--- config.mk ---
export PLATFORM = sky130hd
export DESIGN_NAME = uart_rx_ctrl
export DESIGN_NICKNAME = d
export VERILOG_FILES = /design/src/rtl/uart_pkg.sv /design/src/rtl/uart_byte_fifo.sv /design/src/rtl/uart_rx_ctrl.sv
export SDC_FILE = /design/constraint.sdc
export NUM_CORES = 1
export LEC_CHECK = 0
export CAP_MARGIN = 20
export CORE_UTILIZATION = 30
export CTS_CLUSTER_SIZE = 12
export DETAILED_ROUTE_END_ITERATION = 8
export DONT_BUFFER_PORTS = 1
export PLACE_DENSITY = 0.56
export SYNTH_ARGS = -nofsm -noshare
export SYNTH_HDL_FRONTEND = slang
export SYNTH_SLANG_ARGS = --single-unit
--- constraint.sdc ---
create_clock -name clk -period 5.89 [get_ports clk]
set_clock_uncertainty 0.15 [all_clocks]
set_input_delay 1.4725 -clock clk [delete_from_list [all_inputs] [get_ports clk]]
set_output_delay 1.4725 -clock clk [all_outputs]
set_load 0.005 [all_outputs]
--- src/rtl/uart_pkg.sv ---
// Shared types and constants for the UART receive/transmit controllers.
package uart_pkg;

    typedef enum logic [1:0] {
        ST_OFF   = 2'd0,
        ST_PRIME = 2'd1,
        ST_RUN   = 2'd2
    } state_e;

    localparam logic [15:0] DIV_MIN     = 16'd2;
    localparam logic [4:0]  OVS_MIN     = 5'd4;
    localparam logic [1:0]  PRIME_TICKS = 2'd2;
    localparam logic [15:0] DEFAULT_DIV = 16'd27;
    localparam logic [4:0]  DEFAULT_OVS = 5'd16;

    // The tick generator needs at least two clk cycles per half period.
    function automatic logic [15:0] clamp_div(input logic [15:0] div);
        return (div < DIV_MIN) ? DIV_MIN : div;
    endfunction

endpackage

--- src/rtl/uart_byte_fifo.sv ---
// First-word-fall-through byte FIFO with wrap-bit pointers; shared by the RX and TX controllers.
module uart_byte_fifo #(
    parameter int DEPTH = 4
) (
    input  logic       clk,
    input  logic       reset,
    input  logic       push,
    input  logic [7:0] wdata,
    input  logic       pop,
    output logic [7:0] rdata,
    output logic       full,
    output logic       empty
);

    localparam int          AW      = $clog2(DEPTH);
    localparam logic [AW:0] PTR_ONE = {{AW{1'b0}}, 1'b1};

    logic [7:0]  mem_q [DEPTH];
    logic [AW:0] wr_q, wr_d;
    logic [AW:0] rd_q, rd_d;
    logic        wr_en;
    logic        rd_en;

    assign empty = (wr_q == rd_q);
    assign full  = (wr_q[AW] != rd_q[AW]) && (wr_q[AW-1:0] == rd_q[AW-1:0]);
    assign rd_en = pop && !empty;
    // A full FIFO still accepts a write when the head leaves in the same cycle.
    assign wr_en = push && (!full || rd_en);
    assign rdata = empty ? 8'h00 : mem_q[rd_q[AW-1:0]];

    always_comb begin
        // NOTE: every always_comb output gets a default first, so no path can infer a latch.
        wr_d = wr_q;
        rd_d = rd_q;
        if (wr_en) wr_d = wr_q + PTR_ONE;
        if (rd_en) rd_d = rd_q + PTR_ONE;
    end

    // NOTE: storage is deliberately not reset; the pointers alone define which entries are valid.
    always_ff @(posedge clk) begin
        if (wr_en) mem_q[wr_q[AW-1:0]] <= wdata;
    end

    // NOTE: sequential state uses non-blocking assignments so every flop samples pre-edge values.
    always_ff @(posedge clk) begin
        if (reset) begin
            wr_q <= '0;
            rd_q <= '0;
        end else begin
            wr_q <= wr_d;
            rd_q <= rd_d;
        end
    end

endmodule

--- src/rtl/uart_rx_ctrl.sv ---
// UART receiver controller: tick generation, priming sequence, byte capture FIFO, overrun.
// Optional idle timeout is built when UART_RX_CTRL_TIMEOUT_EN is defined.
module uart_rx_ctrl
    import uart_pkg::*;
#(
    parameter int          DEPTH   = 4,
    parameter logic [15:0] DIV_RST = DEFAULT_DIV,
    parameter logic [4:0]  OVS_RST = DEFAULT_OVS
`ifdef UART_RX_CTRL_TIMEOUT_EN
   ,parameter int          TIMEOUT_TICKS = 64
`endif
) (
    input  logic        clk,
    input  logic        reset,
    input  logic        enable,
    input  logic        cfg_load,
    input  logic [15:0] cfg_div,
    input  logic [4:0]  cfg_ovs,
    output logic        s_tick,
    output logic        rx_reset,
    output logic [4:0]  oversampling,
    input  logic        rx_done,
    input  logic [7:0]  rx_dout,
    output logic [7:0]  m_data,
    output logic        m_valid,
    input  logic        m_ready,
    output logic        overrun,
    input  logic        ovr_clr,
    output logic [1:0]  state_o,
    output logic        rx_timeout
);

    state_e      state_q, state_d;
    logic [15:0] div_q, div_d;
    logic [15:0] cnt_q, cnt_d;
    logic [4:0]  ovs_q, ovs_d;
    logic [1:0]  prime_q, prime_d;
    logic        tick_q, tick_d;
    logic        rx_reset_q, rx_reset_d;
    logic        push_q, push_d;
    logic        overrun_q, overrun_d;
    logic        sync1_q, sync2_q, done_prev_q;
    logic        tick_rise;
    logic        fifo_full, fifo_empty, pop;

    assign m_valid      = !fifo_empty;
    assign pop          = m_valid && m_ready;
    assign s_tick       = tick_q;
    assign rx_reset     = rx_reset_q;
    assign oversampling = ovs_q;
    assign overrun      = overrun_q;
    assign state_o      = state_q;

    always_comb begin
        state_d   = state_q;
        div_d     = div_q;
        ovs_d     = ovs_q;
        cnt_d     = cnt_q;
        tick_d    = tick_q;
        prime_d   = prime_q;
        overrun_d = overrun_q;
        tick_rise = 1'b0;

        if (cfg_load && state_q == ST_OFF) begin
            div_d = clamp_div(cfg_div);
            if (cfg_ovs >= OVS_MIN) ovs_d = cfg_ovs;
        end

        if (state_q == ST_OFF || !enable) begin
            cnt_d  = '0;
            tick_d = 1'b0;
        end else if (cnt_q == div_q - 16'd1) begin
            cnt_d     = '0;
            tick_d    = !tick_q;
            tick_rise = !tick_q;
        end else begin
            cnt_d = cnt_q + 16'd1;
        end

        case (state_q)
            ST_OFF: begin
                prime_d = '0;
                if (enable) state_d = ST_PRIME;
            end
            ST_PRIME: begin
                if (tick_rise) prime_d = prime_q + 2'd1;
                // Leave one clk after the last priming edge so the receiver sees reset on both edges.
                if (prime_q == PRIME_TICKS) state_d = ST_RUN;
            end
            ST_RUN:  ;
            default: state_d = ST_OFF;
        endcase
        if (!enable) state_d = ST_OFF;

        rx_reset_d = (state_d != ST_RUN);
        push_d     = sync2_q && !done_prev_q && (state_q == ST_RUN);

        if (ovr_clr) overrun_d = 1'b0;
        if (push_q && fifo_full && !pop) overrun_d = 1'b1;
    end

    always_ff @(posedge clk) begin
        if (reset) begin
            state_q     <= ST_OFF;
            div_q       <= DIV_RST;
            ovs_q       <= OVS_RST;
            cnt_q       <= '0;
            tick_q      <= 1'b0;
            prime_q     <= '0;
            rx_reset_q  <= 1'b1;
            push_q      <= 1'b0;
            overrun_q   <= 1'b0;
            sync1_q     <= 1'b0;
            sync2_q     <= 1'b0;
            done_prev_q <= 1'b0;
        end else begin
            state_q     <= state_d;
            div_q       <= div_d;
            ovs_q       <= ovs_d;
            cnt_q       <= cnt_d;
            tick_q      <= tick_d;
            prime_q     <= prime_d;
            rx_reset_q  <= rx_reset_d;
            push_q      <= push_d;
            overrun_q   <= overrun_d;
            sync1_q     <= rx_done;
            sync2_q     <= sync1_q;
            done_prev_q <= sync2_q;
        end
    end

    // rx_dout is sampled straight from the pin; it stays stable while rx_done is high.
    uart_byte_fifo #(.DEPTH(DEPTH)) u_fifo (
        .clk   (clk),
        .reset (reset),
        .push  (push_q),
        .wdata (rx_dout),
        .pop   (pop),
        .rdata (m_data),
        .full  (fifo_full),
        .empty (fifo_empty)
    );

`ifdef UART_RX_CTRL_TIMEOUT_EN
    localparam int TW = $clog2(TIMEOUT_TICKS + 1);

    logic [TW-1:0] to_cnt_q, to_cnt_d;
    logic          to_flag_q;

    always_comb begin
        to_cnt_d = to_cnt_q;
        if (push_q || fifo_empty || state_q != ST_RUN) begin
            to_cnt_d = '0;
        end else if (tick_rise && to_cnt_q != TW'(TIMEOUT_TICKS)) begin
            to_cnt_d = to_cnt_q + TW'(1);
        end
    end

    always_ff @(posedge clk) begin
        if (reset) begin
            to_cnt_q  <= '0;
            to_flag_q <= 1'b0;
        end else begin
            to_cnt_q  <= to_cnt_d;
            to_flag_q <= (to_cnt_d == TW'(TIMEOUT_TICKS));
        end
    end

    assign rx_timeout = to_flag_q;
`else
    assign rx_timeout = 1'b0;
`endif

endmodule

# --- Word-level counts from Yosys, hierarchy flattened ---
# Memory sizes are Yosys's and may differ from the RTL's. A register that Yosys moved wholly into a read port is not among the register bits.
# Cells that the tools add are included.
totals:
  ramBits: 32
  elab_cells: 70
  register_bits: 54
  memories: 1
  inputBits: 36
  output_inout_bits: 20
mem_list:
  columns: ["name", "words", "word_bits", "rd", "rd_clocked_by_memory_dff", "write_ports", "line", "text"]
  rows:
  - ["u_fifo.mem_q", 4, 8, 1, 1, 1, "uart_byte_fifo.sv:18", "logic [7:0] mem_q [DEPTH];"]
classes:
  n_lt_le_gt_ge: 2
  n_reduce_logical: 24
  muxes: 15
  addsub: 5
  n_eq_ne: 9
ops:
  columns: ["cell", "count"]
  rows:
  - ["$add A16 B1 Y16 const B", 1]
  - ["$eq A16 B16 Y1", 1]
  - ["$lt A16 B2 Y1 const B", 1]
  - ["$mux W16", 1]
  - ["$sub A16 B1 Y16 const B", 1]
  - ["$mux W2", 5]
  - ["$logic_and A1 B1 Y1", 9]
  - ["$mux W8", 1]
  - ["$add A3 B1 Y3 const B", 2]
  - ["$logic_not A1 Y1", 6]
  - ["$mux W1", 6]
  - ["$pmux W2 S3", 1]
  - ["$ge A5 B3 Y1 const B", 1]
  - ["$eq A2 B2 Y1 const B", 2]
  - ["$ne A2 B2 Y1 const B", 2]
  - ["$pmux W2 S2", 1]
  - ["$reduce_and A2 Y1", 2]
  - ["$reduce_bool A2 Y1", 2]
  - ["$eq A3 B3 Y1", 1]
  - ["$reduce_or A3 Y1", 1]
  - ["$add A2 B1 Y2 const B", 1]
  - ["$eq A2 B1 Y1 const B", 1]
  - ["$eq A2 B2 Y1", 1]
  - ["$logic_not A2 Y1", 1]
  - ["other kinds (3)", 4]

# --- Depth between registers and ports, before layout ---
# Gate-level depths: netlist (run 1).
depth:
  ltp_word: 8
  mapped_depth: 10

# --- Cells and area by module ---
# Synthesis (run 1) repeated with hierarchy kept, for this count alone.
hier_totals:
  hier_cells: 394
  area_unflattened_um2: 4130.2
modules_own_cells:
  columns: ["mod", "cells_per_inst", "n_inst", "seq_area_each_um2", "area_per_inst_um2"]
  rows:
  - ["uart_rx_ctrl", 290, 1, 960.9, 2422.3]
  - ["uart_byte_fifo", 104, 1, 1121.1, 1707.9]

# --- Worst setup path after synthesis (run 1) ---
# OpenSTA, ideal clock, no wires.
synth_timing:
  path_kind: "reg-to-output"
  from: "register with a tool-made name"
  to: "output m_data[0]"
  n_path_buf: 1
  path_stages_with_launch: 4
  t_arrival_ns: 1.426
  slack_ns: 2.841
  path_cell_list: "dfxtp_1 -> clkbuf_1 -> mux4_2 -> and2_1"
synth_rtl:
  columns: ["element", "line", "text"]
  rows:
  - ["end: declaration", "uart_rx_ctrl.sv:24", "output logic [7:0] m_data,"]

==> summary.txt, run 1 <==
Critical path
  – CP Data Arrival Time: approximately 1700 ps
  – R2R Path Start: div_q[0]
  – Cell Chain, Critical Path: mux4_2 -> and2_1
  – Crit path largest cell delay: 640 ps
  – R2R cell count: 8
  – Critical path's slowest cell: dfxtp_1
  – Crit start category: register
  – Worst R2R End: cnt_q[1]
  – Worst setup EP type: primary output
  – Worst EP required: 4270 ps
  – Reg2Reg Setup Slack: ~3000 ps
  – Max FO, Critical Path: 8
  – Kind of critical path: reg -> out

Worst hold path
  – Hold WC Path Type: reg -> reg
  – Worst hold endpoint: push_q
  – HP Start: done_prev_q
  – Worst hold stages: 1

STA
  – Max Fclk: 299 MHz
  – Final Max Tran Viols: 0
  – Part of the cycle the worst path needs: a little under three fifths
  – Final setup margin: around 2500 ps
  – Setup Viol. Count Final: 0
  – Unrepaired setup endpoints after global routing: no
  – Final Hold Vio Count: 0
  – Slew @ Worst Pin: approximately 760 ps
  – Slew HR: between 40% and 50%
  – Setup TNS: 0 ps
  – Worst hold slack: approximately 250 ps
  – Min Tclk post-route: roughly 3300 ps

Die
  – Die footprint: ~0.014 sq mm
  – Io pins: between 50 and 60
  – Die width: 118 microns
  – Initial Utilization: a little under a third
  – Rows: 42
  – Core area: around 0.013 sq mm
  – Die Ht: roughly 120 microns

Yosys
  – Mapped Area: 0.00407 sq mm
  – Syn avg cell area: 10.5 sq um
  – Top post-synthesis cells by area: dfxtp_1 28%, edfxtp_1 24%, xnor2_1 4.7%, mux4_2 4.4%, nand2_1 4.2%
  – Sequential cell area fraction in the yosys report: 51.2%
  – Post-synth EDFFs: 32
  – Top_reg_cell synth: dfxtp_1
  – Synth cell types: 52
  – Ys Warns: 0
  – Yosys reg bits: around 90
  – Cell accounting for the most synthesized area: dfxtp_1
  – Synth async-reset ratio: 0%
  – Post-Syn Instances: 387
  – Post-synth top area share: around 28%
  – Synthesized Nets: roughly 430

Clocking
  – Root Driver: clkbuf_16
  – Post-CTS sizing: 0
  – Clock transition at path regs: 70 ps
  – Clock latency on the worst-skew pair: around 340 ps
  – # clock sinks: 88
  – CTS Buffer Depth: 2
  – TritonCTS buffer count: 9
  – Hold-fix buffers, CTS: 0
  – Post-CTS Setup Repair Bufs: 0
  – CTS tree: yes
  – # H-tree levels: 3

Drt
  – Antenna viol nets, final: 0
  – DR WL/cell: 14.4 microns
  – DRT iter0 DRCs: 175
  – Total wire length: 8050 microns
  – Drt pass-1 iters: 4
  – Vias per cell: approximately 4.9
  – Residual DRC: 0
  – Via Count: around 2700

Finish
  – Nets: 423
  – Finished Cell Area: approximately 0.0045 sq mm
  – Util after Layout: 34.1%
  – Footprint of the multi-input gates: roughly 0.0019 sq mm
  – Commonest non-fill, non-tap cells in the layout: 56 x dfxtp_1, 45 x nand2_1, 32 x edfxtp_1
  – Fill cells: ~1400
  – Most common cell after layout, fill and taps aside: dfxtp_1
  – FF/Latch Area: ~0.0021 sq mm
  – Area Overhead vs Synth: 11.0%
  – ANT cells: 0
  – Layout cells sized above 1: 9.64%

Global routing
  – Tot GR Track Use: between 10% and 20%
  – Initial antenna violation count: 0
  – First-pass GRT wire length: ~14000 microns
  – Vias in the first global route: around 2800
  – Grt ovf: 0
  – Largest net degree at the start of global routing: 38

Pwr
  – VDD IR max: roughly 0.00014 V
  – Leak: 0.00156 uW
  – Power Dens Cells: 288 mW/mm^2

Place
  – Area after DPL: around 0.0042 sq mm
  – Hpwl dp: approximately 6000 microns
  – I/O Buffers: 0
  – Final Wtd Congestion: between 0.9 and 1
  – Pre-CTS WS: about 2900 ps

Status
  – Status: finished, final reports clean

Run
  – Max Cap Violations: 0
how the worst max path moves through the flow:
| stage | from | to | slack, ps | depth (start not counted) |
|---|---|---|---|---|
| final | register | m_data[6] | 2540 | 2 |
| after global routing | register | m_data[6] | 2400 | 2 |
| after CTS | register | m_data[6] | 2470 | 2 |
| after detailed placement | register | m_data[6] | 2850 | 2 |
| after global placement | register | m_data[4] | 2860 | 2 |
| after floorplan | register | m_data[0] | 2840 | 3 |
cells by family (layout without fill, tap and decap cells):
logic type	after synthesis	count (layout)	synth area share (%)
compound gates	39	39	6.79
xor+xnor	41	41	8.82
fa+ha+maj	8	8	2.46
buf+inv	31	28	3.35
flops	88	88	51.2
mux	15	15	6.24
other cells	1	1	0.0921
simple gates	164	164	21.1
registers in the layout, summed over array words and instances (netlist names), 2 cells and up, named ones only:
register      cells
div_q            16
cnt_q            16
prime_q           2
state_o           2
u_fifo.rd_q       3
oversampling      5
u_fifo.mem_q     32
u_fifo.wr_q       3
worst max-delay path: cells and delay by family, from the launching register on:
family	cells	cell delay (ps)
muxes	1	570
DFF	1	640
and+or+nand+nor	1	180
per-layer routing:
| metal | track usage, % | wire, microns | part of all wire, % | up-vias |
|---|---|---|---|---|
| met2 | 20.9 | 3980 | 49 | 68 |
| met1 | 14.5 | 3460 | 43 | 1287 |
| li1 | - | - | - | 1351 |
| met3 | 4.30 | 435 | 5.4 | 14 |
| met4 | 6.96 | 179 | 2.2 | 0 |
| met5 | 0 | 0 | 0 | - |
cell type report:
class	count	area share, %
inverter	11	0.914
sequential	88	46.1
tap	176	4.88
clock buffer	9	4.99
clock inverter	7	1.88
multi-input combinational	268	41.0
timing repair buffer	1	0.249
synth_stat cells (all sizes together), types with 2 or more instances:
master / n
and3: 4
nor2b: 6
dfxtp: 56
buf: 5
xor2: 19
nor4: 11
or3: 4
clkbuf: 15
mux2: 3
mux4: 8
and4: 2
edfxtp: 32
o21ai: 5
nand3b: 2
nand2: 45
nor2: 31
a21oi: 18
a211o: 2
o2111ai: 3
nor3b: 3
nand2b: 5
nand4: 6
nand3: 9
xnor2: 22
a22oi: 3
mux2i: 4
o31ai: 2
nor3: 22
inv: 11
ha: 8
and2: 10
per-stage QoR:
stage | total power (uW) | std cells
floorplan | 717 | 387
CTS | 1320 | 560
global placement | 722 | 543
global route | 1350 | 560
finish | 1300 | 560
detailed placement | 724 | 544
where the power goes:
group	internal, uW	switching [uW]	leakage [uW]
Sequential	639	14.7	0.000743
Combinational	24.0	32.9	0.000666
Clock	337	252	0.000146
Power figures use the tool's default switching activity.
==> inputs of run 2 (changes only) <==
- PLACE_DENSITY: 0.56 -> 0.57
- clock period: 5.89 -> 3 ns (I/O delays scaled with it)
==> summary.txt, run 2 (synthesized netlist as in run 1, its figures left out) <==
Clocking
  – Post-CTS sizing: 0
  – TritonCTS buffer count: 9
  – # clock sinks: slightly below 90
  – Clock latency on the worst-skew pair: 340 ps
  – CTS tree: yes
  – Clock transition at path regs: ~60 ps
  – Hold-fix buffers, CTS: 0
  – Root Driver: clkbuf_16
  – CTS Buffer Depth: 2
  – Post-CTS Setup Repair Bufs: 0
  – # H-tree levels: 3

Drt
  – Antenna viol nets, final: 0
  – DRT iter0 DRCs: 183
  – Total wire length: around 8200 microns
  – DR WL/cell: roughly 14 microns
  – Via Count: 2774
  – Drt pass-1 iters: 4
  – Residual DRC: 0
  – Vias per cell: ~5

Place
  – Hpwl dp: 6040 microns
  – Final Wtd Congestion: between 0.8 and 0.9
  – Pre-CTS WS: 260 ps
  – Placed Cells: around 550
  – I/O Buffers: 0

Critical path
  – Worst setup EP type: register
  – CP Data Arrival Time: 2820 ps
  – Crit start category: register
  – Kind of critical path: reg -> reg
  – Max FO, Critical Path: 5
  – Crit path largest cell delay: between 300 and 400 ps
  – Cell Chain, Critical Path: inv_1 -> ha_1 -> nor4b_1 -> buf_4 -> and2_1 -> or3_1 -> a211o_4 -> nor4_4 -> mux2_2
  – Crit path max-delay family: simple AND/OR/NAND/NOR gates
  – Worst EP required: ~3100 ps
  – Critical path's slowest cell: or3_1
  – Buf/Inv on CP: 2

Global routing
  – Tot GR Track Use: roughly an eighth
  – Initial antenna violation count: 0
  – Grt ovf: 0
  – Vias in the first global route: roughly 2800
  – First-pass GRT wire length: between 10000 and 15000 microns
  – Largest net degree at the start of global routing: 38

Die
  – Io pins: 56
  – Core area: approximately 0.013 sq mm
  – Die footprint: between 0.01 and 0.015 sq mm
  – Die Ht: about 120 microns
  – Rows: between 40 and 50
  – Die width: 118 microns
  – Initial Utilization: 30.7%

STA
  – Setup TNS: 0 ps
  – Slew @ Worst Pin: roughly 680 ps
  – Final setup margin: ~260 ps
  – Final Hold Vio Count: 0
  – Part of the cycle the worst path needs: between 90% and 100%
  – Slew HR: a little over half
  – Setup Viol. Count Final: 0
  – Final Max Tran Viols: 0
  – Unrepaired setup endpoints after global routing: no
  – Min Tclk post-route: 2740 ps
  – Max Fclk: about 360 MHz

Pwr
  – Pwr Total: between 2000 and 3000 uW
  – Power Dens Cells: between 500 and 600 mW/mm^2
  – VDD IR max: ~0.00035 V
  – Leak: roughly 0.0016 uW

Status
  – Status: finished, final reports clean

Finish
  – Nets: between 400 and 500
  – Area Overhead vs Synth: 12.7%
  – Commonest non-fill, non-tap cells in the layout: 56 x dfxtp_1, 45 x nand2_1, 32 x edfxtp_1
  – Max reg flops: 32
  – ANT cells: 0
  – Post-Layout Cell Count: 570
  – Layout cells sized above 1: about an eighth
  – Most common cell after layout, fill and taps aside: dfxtp_1
  – Util after Layout: approximately a third

Run
  – Max Cap Violations: 0

Worst hold path
  – Hold WC Path Type: reg -> reg
[run 2: layout make-up]
| type | instances | area (sq um) |
|---|---|---|
| fill | 1361 | 8660 |
| sequential | 88 | 2080 |
| multi-input combinational | 268 | 1850 |
| clock buffer | 9 | 225 |
| tap | 176 | 220 |
| timing repair buffer | 11 | 86.3 |
| clock inverter | 7 | 78.8 |
| inverter | 11 | 41.3 |
[run 2: where the power goes]
| group | internal (uW) | switching [uW] |
|---|---|---|
| clock | 653 | 474 |
| sequential | 1250 | 24.8 |
| combinational | 52.6 | 69.5 |
| total | 1960 | 569 |
[run 2: final timing paths]
check	startpoint	end	slack (ps)	cells past startpoint
worst min register to register	done_prev_q	push_q	240	1
worst max register to register	div_q[0]	prime_q[1]	260	9
worst min-delay path	done_prev_q	push_q	240	1
worst max-delay path	div_q[0]	prime_q[1]	260	9
[run 2: metal layers]
layer / share of wire, % / global-route usage [%]
met3: 6.0 / 3.57
met1: 43 / 14.6
met4: 1.5 / 5.22
met2: 50 / 22.5
met5: 0 / 0
[run 2: stage by stage]
stage	area [sq um]	hold WS, ps
final	4590	235
after global routing	4590	268
after CTS	4590	236
after detailed placement	4280	229
after global placement	4270	231
after floorplan	4070	223
==> inputs of run 3 (changes only) <==
- ABC_AREA: not set -> 1
==> summary.txt, run 3 <==
Pwr
  – Power Dens Cells: approximately 590 mW/mm^2
  – Leak: between 0.0015 and 0.002 uW
  – Flop pwr share: a little under half
  – Net Sw Power: 628 uW
  – Clock share of power: 45.7%
  – Comb pwr share: 7.9%
  – Switching Share: 22.4%
  – Int Power: roughly 2200 uW
  – VDD IR max: around 0.00029 V

Place
  – I/O Buffers: 0
  – Final Wtd Congestion: 0.846
  – Hpwl dp: approximately 6800 microns

Clocking
  – Root Driver: clkbuf_16
  – Clock transition at path regs: ~60 ps
  – Hold-fix buffers, CTS: 0
  – Post-CTS sizing: 0
  – Post-CTS Setup Repair Bufs: 0
  – CTS tree: yes
  – TritonCTS buffer count: 9
  – # H-tree levels: 3
  – Clock latency on the worst-skew pair: 330 ps
  – # clock sinks: 88
  – CTS Buffer Depth: 2

Finish
  – ANT cells: 0
  – Footprint of the multi-input gates: 0.00182 sq mm
  – Commonest non-fill, non-tap cells in the layout: 116 x nand2_1, 79 x nor2_1, 61 x inv_1
  – Most common cell after layout, fill and taps aside: nand2_1
  – Max reg flops: 32
  – Area Overhead vs Synth: 13.5%
  – Fill cells: 1425
  – Nets: about 560
  – Layout cells sized above 1: 9.33%
  – Util after Layout: 35.5%
  – FF/Latch Area: around 0.0021 sq mm

Die
  – Io pins: between 50 and 60
  – Die footprint: 0.0145 sq mm
  – Die width: 120 microns
  – Rows: 42
  – Die Ht: ~120 microns
  – Core area: approximately 0.013 sq mm
  – Initial Utilization: between 30% and 40%

Global routing
  – Busiest grt layer: met2
  – Tot GR Track Use: between 10% and 20%
  – Vias in the first global route: between 3000 and 4000
  – Grt ovf: 0
  – GR met1 Demand/Resource: around 14%
  – First-pass GRT wire length: between 10000 and 15000 microns
  – M3 GR Usage: roughly 4.3%
  – Met2 Use GR: around 23%
  – Largest net degree at the start of global routing: 20
  – Initial antenna violation count: 0

Critical path
  – CP endpoint: m_data[4]
  – R2R Path Start: div_q[0]
  – Crit start category: register
  – Worst EP required: 2100 ps
  – Buf/Inv on CP: 2
  – Cell Chain, Critical Path: inv_1 -> nor2_1 -> nor3_1 -> nand2_1 -> nand2_1 -> inv_1
  – Reg2Reg Setup Slack: about 820 ps
  – R2R cell count: 13
  – CP Data Arrival Time: 1810 ps
  – CP Depth: 6
  – Max FO, Critical Path: 12
  – Kind of critical path: reg -> out
  – Crit path largest cell delay: ~380 ps
  – Worst setup EP type: primary output
  – Critical path's slowest cell: nand2_1
  – Crit path max-delay family: simple AND/OR/NAND/NOR gates
  – Worst R2R End: cnt_q[14]
  – Worst Setup SP: u_fifo.wr_q[0]

Yosys
  – Post-Syn Instances: about 510
  – Synth async-reset ratio: 0%
  – Post-synth top area share: a little over a quarter
  – Synth cell types: 40
  – Most frequent cells after synthesis: 116 x nand2_1, 79 x nor2_1, 61 x inv_1
  – Most numerous cell in the Yosys netlist: nand2_1
  – Ys Warns: 0
  – Post-synth EDFFs: 32
  – Syn avg cell area: 8.21 sq um
  – Synthesized Nets: 557
  – Mapped Area: ~0.0042 sq mm
  – Sequential cell area fraction in the yosys report: roughly half
  – Cell accounting for the most synthesized area: dfxtp_1
  – Yosys reg bits: 88
  – Top_reg_cell synth: dfxtp_1
  – Top post-synthesis cells by area: dfxtp_1 27%, edfxtp_1 23%, nand2_1 10%, nor2_1 7.0%, inv_1 5.4%

Drt
  – Vias per cell: 4.57
  – Total wire length: approximately 8900 microns
  – Drt pass-1 iters: 4
  – Via Count: between 3000 and 4000
  – DRT iter0 DRCs: 183
  – Residual DRC: 0
  – Antenna viol nets, final: 0
  – DR WL/cell: 12.6 microns

STA
  – Max Fclk: roughly 370 MHz
  – Part of the cycle the worst path needs: approximately 90%
  – Final Hold Vio Count: 0
  – Final Max Tran Viols: 0
  – Unrepaired setup endpoints after global routing: no
  – Slew HR: roughly half
  – Slew @ Worst Pin: around 750 ps
  – Min Tclk post-route: between 2000 and 3000 ps
  – Setup TNS: 0 ps
  – Setup Viol. Count Final: 0

Status
  – Status: finished, final reports clean

Run
  – Max Cap Violations: 0

Worst hold path
  – Hold WC Path Type: reg -> reg
  – HP Start: sync1_q
## run 3: worst min path at each step
stage | endpoint | slack [ps] | cells after the start
2_1_floorplan | push_q | 220 | 1
3_3_place_gp | sync2_q | 240 | 2
3_5_place_dp | sync2_q | 250 | 2
4_1_cts | sync2_q | 250 | 2
5_1_grt | push_q | 270 | 1
6_report | sync2_q | 250 | 2
## run 3: metrics by stage
| stage | power [uW] | instance area (sq um) | cells | setup WS [ps] | hold WS, ps |
|---|---|---|---|---|---|
| floorplan | 1500 | 4210 | 513 | 837 | 224 |
| finish | 2800 | 4780 | 701 | 287 | 254 |
| global route | 2920 | 4780 | 701 | 108 | 271 |
| detailed placement | 1550 | 4420 | 685 | 634 | 246 |
| global placement | 1540 | 4420 | 685 | 797 | 243 |
| CTS | 2840 | 4780 | 701 | 271 | 254 |
## run 3: cell families after synthesis
| kind of cell | synth area share, % |
|---|---|
| flops | 49.5 |
| buf+inv | 7.22 |
| simple gates | 27.8 |
| fa+ha+maj | 2.38 |
| xor+xnor | 3.95 |
| compound gates | 9.06 |
| other cells | 0.0891 |
## run 3: power groups by stage
stage                     Clock (uW)  Combinational [uW]  Sequential (uW)
final                           1280                 221             1300
after global routing            1350                 257             1310
after CTS                       1310                 223             1300
after detailed placement           0                 221             1330
after global placement             0                 217             1330
after floorplan                    0                 192             1310
## run 3: worst register-to-register path, cell delays in order, from the launching register on
cell and delay, ps:
dfxtp_1 320, inv_1 130, ha_1 290, nand2_2 110, nor2_4 220, nand2_1 80, nand2_1 70, nand2_1 50
nor2_1 90, nand2_1 100, nor2_4 150, nand2_4 80, nand2_4 170, nor2_1 80
## run 3: cell type report
class	count	area share, %
flip-flops and latches	88	43.6
multi-input cells	351	38.2
clock buffers	14	6.73
inverters	62	4.87
well taps	176	4.61
repair buffers	8	1.26
clock inverters	2	0.786
## run 3: routing by layer
layer,routed length [microns],vias up
met5,0,-
met4,211,0
met3,558,12
met2,4340,56
met1,3760,1457
li1,-,1678
==> RTL change (settings of run 3) <==
Register the input `cfg_div` before use, without a reset. The logic sees it one clock later. The other inputs are not delayed to match.
--- a/src/rtl/uart_rx_ctrl.sv
+++ b/src/rtl/uart_rx_ctrl.sv
@@ -29,6 +29,12 @@
     output logic [1:0]  state_o,
     output logic        rx_timeout
 );
+
+    logic [15:0] cfg_div_q;
+
+    always_ff @(posedge clk) begin
+        cfg_div_q <= cfg_div;
+    end
 
     state_e      state_q, state_d;
     logic [15:0] div_q, div_d;
@@ -62,7 +68,7 @@
         tick_rise = 1'b0;
 
         if (cfg_load && state_q == ST_OFF) begin
-            div_d = clamp_div(cfg_div);
+            div_d = clamp_div(cfg_div_q);
             if (cfg_ovs >= OVS_MIN) ovs_d = cfg_ovs;
         end
 
Function: changed (a bounded check fails within 4 cycles, from zero or initial values and one cycle with reset high).
==> RTL change against run 3 <==
- sequential cell count grew 16
- power grew 6.4%
- count of clock-buffer cells in the layout shrank 5
- area after synthesis grew 13%
- wire length grew 16%
- highest routed layer unchanged
- critical path type unchanged
- design area grew 10%
- largest cell class unchanged
- sequential share of layout area grew 2.0 points
- worst setup slack lost 2.6 ps
==> RTL change: results (changes against run 3) <==
The number of nets in the layout came out at 626 (+11%). The area share of fa/ha/maj cells after synthesis is 2.11% (-0.27 points). The latest clock arrival within the worst-skew pair is 350 ps (+20 ps). The cell leakage power was 2.13 nW (+10%). The met3 wire length is 593 um (+6.3%). The xor/xnor share of the synthesized area is 3.30% (-0.65 points). The number of cells after detailed placement came out at 782 (+14%).

The met1 usage in global routing came out at 16.5% (+2.4 points). The count of placed standard cells in the final layout, fillers left out is 798 (+14%). The maximum resistive drop on vdd came to 0.417 mV (+44%).

Sorting the synthesized cells by how often they occur yields sky130_fd_sc_hd__nand2_1, sky130_fd_sc_hd__nor2_1, sky130_fd_sc_hd__dfxtp_1. The first-iteration detailed-routing DRC count is 233 (+27%). The number of library cell types mapped by synthesis is 42 (+5.0%). The run finished with clean final reports. The share of the synthesized area in compound gates (AO/OA/AOI/OAI) came out at 7.99% (-1.1 points). The routed via count came to 3,741 (+17%). The met3 routing resource usage after global routing is 4.05% (-0.24 points). The first-pass GRT wire length was 16,800 um (+13%).

The met2 wirelength from detailed routing came out at 4720 um (+8.9%). The met2 track demand over resource in global routing came to 22.1% (-0.83 points). The sequential fraction of the synthesis area came out at 50.7% (+1.2 points). The met1 wire length came to 4780 um (+27%).

The fill cell total of the finished layout is 1,619 (+14%). The share of post-route cells with drive strength above 1 came to 8.52% (-0.82 points). The overall fraction of global-route tracks in use is 13.3% (+0.14 points).

The placer's final routability congestion estimate is 0.834 (-1.5%). The detailed-routing iteration count for the pre-antenna-repair pass is 5 (+1). The largest net degree at the start of global routing was 21 (+5.0%). The number of global-route vias before repair came out at 3,529 (+12%). The maximum fanout encountered on the critical timing path is 17 (+5).
[RTL change: changes by cell type after synthesis, sizes merged, moves of 3 or more]
| cell | before | now |
|---|---|---|
| nor2 | 92 | 99 |
| dfxtp | 56 | 72 |
| nand2 | 121 | 140 |
| nor3b | 4 | 7 |
| nand3 | 23 | 32 |
| inv | 61 | 70 |
[RTL change: final timing paths]
check,from,endpoint,cells after the start,slack (ps)
setup / recovery,flip-flop,m_data[7],5,280
hold / removal,done_prev_q,push_q,1,250
setup reg to reg,div_q[0],cnt_q[13],12,740
hold reg to reg,done_prev_q,push_q,1,250
[RTL change: logic make-up after synthesis]
kind of cell             count (synthesis)
other                                    1
flip-flops                             104
AO/OA/AOI/OAI                           64
adder cells (fa/ha/maj)                  8
buffers and inverters                   85
XOR/XNOR                                17
AND/OR/NAND/NOR                        302
[RTL change: per-stage QoR]
step                      hold slack [ps]  area, um^2
after floorplan                       224        4740
after global placement                242        4960
after detailed placement              242        4960
after CTS                             256        5270
after global routing                  249        5270
final                                 251        5270
[RTL change: critical path, cell delays in order (launching register included)]
cell and delay, ps:
sky130_fd_sc_hd__dfxtp_1 640, sky130_fd_sc_hd__inv_1 370, sky130_fd_sc_hd__nor2_1 190, sky130_fd_sc_hd__o32ai_1 100, sky130_fd_sc_hd__nand2_1 90, sky130_fd_sc_hd__inv_1 70
[RTL change: report_power, final]
group	internal, mW	switching [mW]
Sequential	1.49	0.0478
Clock	0.661	0.541
Combinational	0.0866	0.155
Total	2.24	0.744
[RTL change: final cells by class]
type / count / share of cell area [%]
clock inverter: 7 / 1.59
tap: 211 / 5.01
inverter: 71 / 5.06
clock buffer: 9 / 4.27
timing repair buffer: 4 / 0.570
multi-input combinational: 392 / 37.9
sequential: 104 / 45.6
